===== config.mk =====
export PLATFORM = sky130hd
export DESIGN_NAME = q_pulse_emulator
export DESIGN_NICKNAME = d
export VERILOG_FILES = /design/src/rtl/q_pulse_emulator.sv
export SDC_FILE = /design/constraint.sdc
export NUM_CORES = 1
export LEC_CHECK = 0
export CORE_UTILIZATION = 50
export CTS_BUF_LIST = sky130_fd_sc_hd__clkbuf_8
export CTS_CLUSTER_DIAMETER = 200
export DETAILED_ROUTE_END_ITERATION = 12
export GPL_TIMING_DRIVEN = 0
export PLACE_DENSITY = 0.82
export REMOVE_ABC_BUFFERS = 1
export SYNTH_ARGS = -nofsm -noshare
export SYNTH_HDL_FRONTEND = slang
export SYNTH_SLANG_ARGS = --single-unit
export TNS_END_PERCENT = 100

===== constraint.sdc =====
create_clock -name clk -period 5 [get_ports clk]
set_input_delay 0.5 -clock clk [delete_from_list [all_inputs] [get_ports clk]]
set_output_delay 0.5 -clock clk [all_outputs]
set_load 0.02 [all_outputs]

===== src/rtl/q_pulse_emulator.sv =====
// Clocked resonant-system emulator: converts a latched current reference into
// a delivered charge and serialises it as fixed-width pulses for the Q-measurement path.
//
// state | meaning
// IDLE  | waiting for a rising start edge with enable high
// HIGH  | pulse phase, q_serialized high for PULSE_DURATION cycles
// LOW   | gap phase, q_serialized low for GAP_DURATION cycles
// DONE  | one-cycle completion strobe, then back to IDLE
module q_pulse_emulator #(
  parameter int BUS_WIDTH          = 10,
  parameter int PULSE_DURATION     = 3,
  parameter int GAP_DURATION       = 2,
  parameter int Q_PER_PULSE        = 1,
  parameter int GAIN_NUM           = 1,
  parameter int GAIN_SHIFT         = 0,
  parameter int I_REF_INSTB        = 900,
  parameter int EXTRA_PULSES_INSTB = 50
) (
  input  logic                 clk,
  input  logic                 rst,
  input  logic                 enable,
  input  logic                 start,
  input  logic [BUS_WIDTH-1:0] i_ref,
  output logic                 q_serialized,
  output logic                 busy,
  output logic                 done,
  output logic [BUS_WIDTH-1:0] pulses_emitted
);

  localparam int CW      = BUS_WIDTH + 8;
  localparam int RW      = BUS_WIDTH + 9;
  localparam int DUR_MAX = (PULSE_DURATION > GAP_DURATION) ? PULSE_DURATION : GAP_DURATION;
  localparam int TW      = $clog2(DUR_MAX + 1);

  localparam logic [7:0]           GAIN       = 8'(GAIN_NUM);
  localparam logic [RW-1:0]        Q_STEP     = RW'(Q_PER_PULSE);
  localparam logic [RW-1:0]        EXTRA_Q    = RW'(EXTRA_PULSES_INSTB * Q_PER_PULSE);
  localparam logic [TW-1:0]        PULSE_LOAD = TW'(PULSE_DURATION - 1);
  localparam logic [TW-1:0]        GAP_LOAD   = TW'(GAP_DURATION - 1);
  localparam logic [BUS_WIDTH-1:0] PE_MAX     = '1;

  typedef enum logic [1:0] {S_IDLE, S_HIGH, S_LOW, S_DONE} state_t;

  state_t          state;
  logic            start_d;
  logic [RW-1:0]   remaining;
  logic [TW-1:0]   dur_cnt;

  logic [CW-1:0]   product;
  logic [CW-1:0]   charge;
  logic            instb;
  logic [RW-1:0]   remaining_init;

  // Charge is computed every cycle but only captured on a trigger, so later
  // i_ref changes never disturb a run in progress.
  assign product        = CW'(i_ref) * CW'(GAIN);
  assign charge         = product >> GAIN_SHIFT;
  assign instb          = (32'(i_ref) >= I_REF_INSTB);
  assign remaining_init = RW'(charge) + (instb ? EXTRA_Q : '0);

  always_ff @(posedge clk or posedge rst) begin
    if (rst) begin
      state          <= S_IDLE;
      start_d        <= 1'b0;
      remaining      <= '0;
      dur_cnt        <= '0;
      q_serialized   <= 1'b0;
      busy           <= 1'b0;
      done           <= 1'b0;
      pulses_emitted <= '0;
    end else begin
      start_d <= start;
      done    <= 1'b0;
      if (!enable) begin
        // Abort: no completion strobe, pulse count is kept for inspection.
        state        <= S_IDLE;
        q_serialized <= 1'b0;
        busy         <= 1'b0;
      end else begin
        case (state)
          S_IDLE: begin
            if (start && !start_d) begin
              remaining      <= remaining_init;
              pulses_emitted <= '0;
              if (remaining_init >= Q_STEP) begin
                state        <= S_HIGH;
                dur_cnt      <= PULSE_LOAD;
                q_serialized <= 1'b1;
                busy         <= 1'b1;
              end else begin
                state <= S_DONE;
                done  <= 1'b1;
              end
            end
          end
          S_HIGH: begin
            if (dur_cnt == '0) begin
              state        <= S_LOW;
              dur_cnt      <= GAP_LOAD;
              q_serialized <= 1'b0;
              remaining    <= remaining - Q_STEP;
              if (pulses_emitted != PE_MAX)
                pulses_emitted <= pulses_emitted + 1'b1;
            end else begin
              dur_cnt <= dur_cnt - 1'b1;
            end
          end
          S_LOW: begin
            if (dur_cnt == '0) begin
              // Residue below one pulse's worth of charge is dropped here.
              if (remaining >= Q_STEP) begin
                state        <= S_HIGH;
                dur_cnt      <= PULSE_LOAD;
                q_serialized <= 1'b1;
              end else begin
                state <= S_DONE;
                busy  <= 1'b0;
                done  <= 1'b1;
              end
            end else begin
              dur_cnt <= dur_cnt - 1'b1;
            end
          end
          S_DONE: state <= S_IDLE;
          default: state <= S_IDLE;
        endcase
      end
    end
  end

endmodule


### Yosys cells after proc, flatten, opt, wreduce, memory -nomap -nowiden

Cells that the tools add are included.

| storage, ports and cells | value |
|---|---|
| word-level logic and storage cells | 82 |
| flip-flop bits (word level) | 37 |
| RAM bits | 0 |
| bits in read-only memories | 0 |
| memories | 0 |
| input port bits | 14 |
| output and inout port bits | 13 |
| latch bits | 0 |

| operators by class | value |
|---|---|
| bitwise operators | 0 |
| div/mod/pow operators | 0 |
| equality and inequality tests | 17 |
| shifts and indexed selects | 0 |
| $add $sub $neg | 4 |
| muxes and demuxes | 38 |
| $mul | 0 |
| reductions and logical operators | 12 |
| order comparisons | 3 |

Operator list:

| cell | count |
|---|---|
| 19-bit two-way mux | 2 |
| 19-bit one-hot mux with 2 select lines | 1 |
| 10-bit two-way mux | 3 |
| 2-bit two-way mux | 11 |
| 3-bit inequality test (second input constant) | 7 |
| 10-bit one-hot mux with 2 select lines | 1 |
| 19-bit by 1-bit >= comparator with 1-bit output (second input constant) | 1 |
| 19-bit by 1-bit subtractor with 19-bit output (second input constant) | 1 |
| 5-bit AND reduction | 3 |
| 1-bit two-way mux | 14 |
| 10-bit by 6-bit adder with 11-bit output | 1 |
| 11-bit by 1-bit >= comparator with 1-bit output (second input constant) | 1 |
| 10-bit by 1-bit adder with 10-bit output (second input constant) | 1 |
| 10-bit >= comparator (second input constant) | 1 |
| 10-bit inequality test (second input constant) | 1 |
| 2-bit inequality test (second input constant) | 4 |
| 2-bit one-hot mux with 4 select lines | 1 |
| 6-bit two-way mux | 1 |
| 2-bit one-hot mux with 3 select lines | 1 |
| 6-bit AND reduction | 1 |
| 2-bit equality test (second input constant) | 2 |
| 2-bit logical NOT | 2 |
| 4-bit by 1-bit inequality test with 1-bit output (second input constant) | 1 |
| 1-bit one-hot mux with 2 select lines | 2 |
| other kinds (10) | 10 |

### Logic depth before layout (Yosys ltp)

| logic depth | value |
|---|---|
| depth in word-level cells | 8 |
| gate-level depth with buffers | 11 |
| depth with buffers taken out | 10 |

### Worst setup path before layout

Ideal clock, no wire load.

| timing path | value |
|---|---|
| path kind | input port to flip-flop |
| start point | input i_ref[6] |
| end point | register dur_cnt[0] |
| setup slack | 2.131 ns |
| library setup time | 0.125 ns |
| path buffers | 1 |
| arrival | 2.744 ns |
| stages on the path | 10 |
| data required time | 4.875 ns |
| cells stage by stage | buf_2 nor3_1 a21oi_1 ha_1 a21oi_2 o21ai_1 or3_4 a311oi_4 nor4_2 mux2_4 |

| between the ends | value |
|---|---|
| longest elaborated chain between the ends | 6 |

RTL lines:

| what | RTL line | RTL |
|---|---|---|
| start: declaration | 23 | `input logic [BUS_WIDTH-1:0] i_ref,` |
| 10-bit >= comparator | 58 | `assign instb = (32'(i_ref) >= I_REF_INSTB);` |
| 6-bit two-way mux | 59 | `assign remaining_init = RW'(charge) + (instb ? EXTRA_Q : '0);` |
| 10-bit by 6-bit adder with 11-bit output (*) | 59 |  |
| 11-bit by 1-bit >= comparator with 1-bit output (*) | 85 | `if (remaining_init >= Q_STEP) begin` |
| 2-bit inequality test (no source line) (*) | n/a |  |
| 5-bit AND reduction (no source line) (*) | n/a |  |
| end signal: assignment | 105 | `dur_cnt <= dur_cnt - 1'b1;` |
| end signal: assignment | 121 | `dur_cnt <= dur_cnt - 1'b1;` |
| end: declaration | 47 | `logic [TW-1:0] dur_cnt;` |

Every way passes the cells marked *; elsewhere a longest branch is shown, timed or not.
A chain may end at the register's enable or synchronous reset.

### Worst setup path after layout

Ends and elaborated chain as after synthesis.

==> impl_metrics.prom <==
# TYPE chip_impl_metric gauge
chip_impl_metric{name="placedInstanceArea",unit="sq mm"} 0.002773
chip_impl_info{name="startpoint_type",value="input port"} 1
chip_impl_metric{name="switching_power",unit="uW"} 490.8
chip_impl_metric{name="final_period_minus_worst_setup_slack",unit="ns"} 3.369
chip_impl_metric{name="finalSetupViolCount",unit=""} 0
chip_impl_metric{name="global_route.usage.total",unit="%"} 22.74
chip_impl_metric{name="setup_tns",unit="ns"} 0
chip_impl_info{name="critical_path.cell_chain",value="clkdlybuf4s50_1 > nor3_1 > a21oi_1 > ha_1 > a21oi_2 > o21ai_1 > or3_4 > a311oi_4 > nor4_2 > mux2_4"} 1
chip_impl_metric{name="clk_path_buf_depth",unit=""} 2
chip_impl_metric{name="final_cell_area",unit="sq mm"} 0.002893
chip_impl_metric{name="share_of_the_synthesized_area_in_compound_gates_ao_oa_aoi_oai",unit="%"} 15.74
chip_impl_metric{name="clockPowerShare",unit="%"} 22.7
chip_impl_metric{name="vias_per_cell",unit=""} 5.755
chip_impl_metric{name="worst-endpoint-arrival",unit="ns"} 3.56
chip_impl_metric{name="routed_wirelength",unit="um"} 5427
chip_impl_metric{name="layout_setup_ws",unit="ns"} 1.631
chip_impl_metric{name="regArea",unit="sq um"} 925.9
chip_impl_metric{name="skew",unit="ns"} 0.005676
chip_impl_metric{name="grt_overflow",unit=""} 0
chip_impl_metric{name="route.detailed.wl_per_inst",unit="um"} 14.91
chip_impl_metric{name="syn_area_per_cell",unit="sq um"} 9.109
chip_impl_info{name="rsz_0062_raised_after_global_routing",value="no"} 1
chip_impl_metric{name="post_synthesis_xor_xnor_area_fraction",unit="%"} 8.970
chip_impl_metric{name="postSynth.asyncResetShare",unit="%"} 100.0
chip_impl_metric{name="cts_hold_repair.buffers",unit=""} 0
chip_impl_metric{name="slew_at_the_pin_closest_to_its_max_slew_limit",unit="ns"} 0.8184
chip_impl_metric{name="slew_headroom",unit="%"} 45.34
chip_impl_metric{name="final_nets",unit=""} 324
chip_impl_metric{name="cts_resized",unit=""} 0
chip_impl_metric{name="rows",unit=""} 25
chip_impl_metric{name="die_area",unit="sq mm"} 0.005165
chip_impl_metric{name="timing.critical_path.buf_inv",unit=""} 1
chip_impl_metric{name="critical_path_required",unit="ns"} 5.19
chip_impl_metric{name="power_frac_comb",unit="%"} 39.6
chip_impl_metric{name="reg2reg_slack",unit="ns"} 1.85
chip_impl_metric{name="insertedDiodeCount",unit=""} 0
chip_impl_metric{name="cts_inserted_buffers",unit=""} 5
chip_impl_metric{name="synth_enable_flop_cells",unit=""} 0
chip_impl_metric{name="layout.core_utilization",unit="%"} 61.25
chip_impl_metric{name="finalWeightedCongestion",unit=""} 0.8402
chip_impl_metric{name="clk_latency",unit="ns"} 0.30
chip_impl_metric{name="yosys.area_share.simple",unit="%"} 25.01
chip_impl_metric{name="power_density",unit="mW/mm^2"} 421.5
chip_impl_metric{name="fin_crit_sh",unit="%"} 67.38
chip_impl_metric{name="cts_sinks",unit=""} 37
chip_impl_metric{name="synth.yosys.seq_area_share",unit="%"} 37.93
chip_impl_metric{name="ctsHtreeMaxLevel",unit=""} 2
chip_impl_info{name="root_buffer_selected_by_cts",value="clkbuf_8"} 1
chip_impl_metric{name="place.detailed.hpwl",unit="um"} 3909
chip_impl_metric{name="antenna_left",unit=""} 0
chip_impl_metric{name="first_global_vias",unit=""} 2077
chip_impl_metric{name="io_pins",unit=""} 27
chip_impl_info{name="worst_path_max_delay_cell",value="clkdlybuf4s50_1"} 1
chip_impl_metric{name="synthesis.yosys.warnings",unit=""} 0
chip_impl_metric{name="post_cts.repair.setup_buffers",unit=""} 0
chip_impl_info{name="synth_top_family_by_area",value="simple AND/OR/NAND/NOR gates"} 1
chip_impl_metric{name="design.core.area",unit="sq mm"} 0.004723
chip_impl_info{name="timing.critical_path.to_type",value="flip-flop"} 1
chip_impl_metric{name="drv_cap",unit=""} 0
chip_impl_metric{name="pre_cts_slack",unit="ns"} 1.322
chip_impl_metric{name="final_layout_size_suffix_gt1_share",unit="%"} 8.754
chip_impl_metric{name="timing.critical_path.slowest_cell_delay",unit="ns"} 0.69
chip_impl_metric{name="synth.lib_cells_used.distinct",unit=""} 55
chip_impl_metric{name="post_synth_fa_ha_maj_area_fraction",unit="%"} 7.176
chip_impl_metric{name="floorplan.die.height",unit="um"} 71.87
chip_impl_metric{name="vias",unit=""} 2095
chip_impl_metric{name="clk_pin_slew_worst_paths",unit="ns"} 0.08
chip_impl_metric{name="switching_share",unit="%"} 40.25
chip_impl_info{name="critical_path.top_delay_family",value="compound AO/OA/AOI/OAI gates"} 1
chip_impl_metric{name="yosys_register_bits",unit=""} 37
chip_impl_metric{name="final_cell_count_no_fill",unit=""} 364
chip_impl_metric{name="port_buffers",unit=""} 26
chip_impl_metric{name="nFillCells",unit=""} 406
chip_impl_metric{name="multi_input_comb_area",unit="sq mm"} 0.001439
chip_impl_metric{name="syn_inst",unit=""} 268
chip_impl_metric{name="antenna_found_initial",unit=""} 0
chip_impl_metric{name="place.detailed.instances",unit=""} 356
chip_impl_info{name="path_class",value="input port to flip-flop"} 1
chip_impl_metric{name="first_pass_iters",unit=""} 4
chip_impl_info{name="run_status",value="finished, final reports clean"} 1
chip_impl_info{name="yosys_most_used_dff",value="dfrtp_1"} 1
chip_impl_metric{name="internal_power",unit="uW"} 728.6
chip_impl_metric{name="post_synthesis_instance_area",unit="sq mm"} 0.002441
chip_impl_info{name="worst_hold_path_type",value="flip-flop to flip-flop"} 1
chip_impl_metric{name="number_of_remaining_drc_errors",unit=""} 0
chip_impl_metric{name="drv_slew",unit=""} 0
chip_impl_metric{name="grt_first_pass_wirelength",unit="um"} 9142
chip_impl_metric{name="yosys-mux-area-fraction",unit="%"} 1.845
chip_impl_metric{name="area_growth_syn_to_layout",unit="%"} 18.50
chip_impl_metric{name="floorplan.die.width",unit="um"} 71.87
chip_impl_metric{name="grt_max_degree",unit=""} 38
chip_impl_metric{name="sequentialPowerShare",unit="%"} 37.7
chip_impl_metric{name="crit_fanout",unit=""} 10
chip_impl_metric{name="leakagePower",unit="nW"} 1.176
chip_impl_metric{name="clock.fmax",unit="MHz"} 296.8
chip_impl_info{name="cts_tree",value="yes"} 1
chip_impl_metric{name="initial_utilization",unit="%"} 51.68
chip_impl_metric{name="finalHoldViolations",unit=""} 0
chip_impl_metric{name="power.ir.vdd_worst",unit="mV"} 0.1640
chip_impl_metric{name="detail_route.iter0.violations",unit=""} 105
[cell type report]
class	count	area share [%]
Clock buffer	6	2.855
Clock inverter	2	1.298
Inverter	14	1.817
Multi-Input combinational cell	211	49.74
Sequential cell	37	32.01
Tap cell	67	2.898
Timing Repair Buffer	27	9.386
[worst paths after layout]
kind | startpoint | endpoint | cells after the start
setup / recovery | i_ref[6] | dur_cnt[0] | 10
hold / removal | pulses_emitted[0] | pulses_emitted[0] | 1
setup reg to reg | state[0] | remaining[7] | 7
hold reg to reg | pulses_emitted[0] | pulses_emitted[0] | 1
max in group asynchronous | rst | remaining[5] | 2
min in group asynchronous | rst | remaining[3] | 2
[cells in the mapped netlist (all sizes together), types with 2 or more instances]
| cell | n | area, sq um |
|---|---|---|
| inv | 13 | 48.79 |
| or4 | 3 | 26.27 |
| nand3b | 2 | 15.01 |
| dfrtp | 37 | 925.9 |
| ha | 14 | 175.2 |
| nand2 | 26 | 97.59 |
| buf | 3 | 17.52 |
| xnor2 | 8 | 70.07 |
| a211o | 2 | 17.52 |
| a21oi | 11 | 58.81 |
| nor3 | 9 | 45.04 |
| and3 | 3 | 18.77 |
| a221oi | 2 | 17.52 |
| o22ai | 2 | 12.51 |
| nand3 | 17 | 85.08 |
| o21ai | 15 | 75.07 |
| clkbuf | 3 | 11.26 |
| or3 | 5 | 36.28 |
| nand4 | 9 | 62.56 |
| mux2i | 3 | 30.03 |
| xor2 | 17 | 148.9 |
| o31ai | 5 | 37.54 |
| nor4 | 5 | 52.55 |
| a31oi | 4 | 25.02 |
| nor2 | 30 | 115.1 |
[flip-flops by register name, indices dropped and copies added (netlist names)]
signal and count:
remaining 19, pulses_emitted 10, dur_cnt 2, state 2, busy 1, done 1, q_serialized 1, start_d 1
[worst reg2reg max path: stages, from the launching register on]
cell and delay [ns]:
dfrtp_1 0.48, ha_1 0.56, mux2i_1 0.28, a211oi_2 0.75, nand2_1 0.29, or4_1 0.46, nand3_1 0.09, o311ai_1 0.12
[power by group through the flow]
stage / Combinational (mW) / Clock (mW) / Sequential, mW
2_1_floorplan: 0.332 / 0 / 0.457
3_3_place_gp: 0.453 / 0 / 0.455
3_5_place_dp: 0.478 / 0 / 0.462
4_1_cts: 0.482 / 0.278 / 0.457
5_1_grt: 0.534 / 0.290 / 0.472
6_report: 0.483 / 0.277 / 0.459
[cells by family (layout without fill, tap and decap cells)]
group / after synthesis / after routing
adder cells (fa/ha/maj): 14 / 14
XOR/XNOR: 25 / 25
AO/OA/AOI/OAI: 52 / 52
buffers and inverters: 20 / 49
flip-flops: 37 / 37
multiplexers: 4 / 4
AND/OR/NAND/NOR: 116 / 116
[per-layer routing]
layer | global-route usage (%) | routed length [um] | up-vias
met4 | 10.02 | 80 | 0
met5 | 0 | 0 | -
li1 | - | - | 1018
met1 | 26.64 | 2435 | 1025
met3 | 4.782 | 178 | 9
met2 | 40.04 | 2732 | 43
[placed cells by master (no fill, tap or decap), drive strengths merged, types with 2 or more instances in the layout]
cell and count:
inv 13, nand3 17, nand2 26, a31oi 4, o21ai 15, or4 3, xnor2 8, nor2 30
o31ai 5, o22ai 2, a221oi 2, nand4 9, a211o 2, clkbuf 6, or3 5, xor2 17
ha 14, clkdlybuf4s50 26, nor4 5, nand3b 2, nor3 9, a21oi 11, mux2i 3, dfrtp 37
and3 3
[per-stage QoR]
| stage | power, mW | hold slack [ns] |
|---|---|---|
| after global placement | 0.9071 | 0.5074 |
| final | 1.219 | 0.5429 |
| after global routing | 1.296 | 0.5587 |
| after detailed placement | 0.9405 | 0.5288 |
| after floorplan | 0.7886 | 0.4894 |
| after CTS | 1.216 | 0.5405 |
Note: power is estimated with default switching activity, not from simulation.
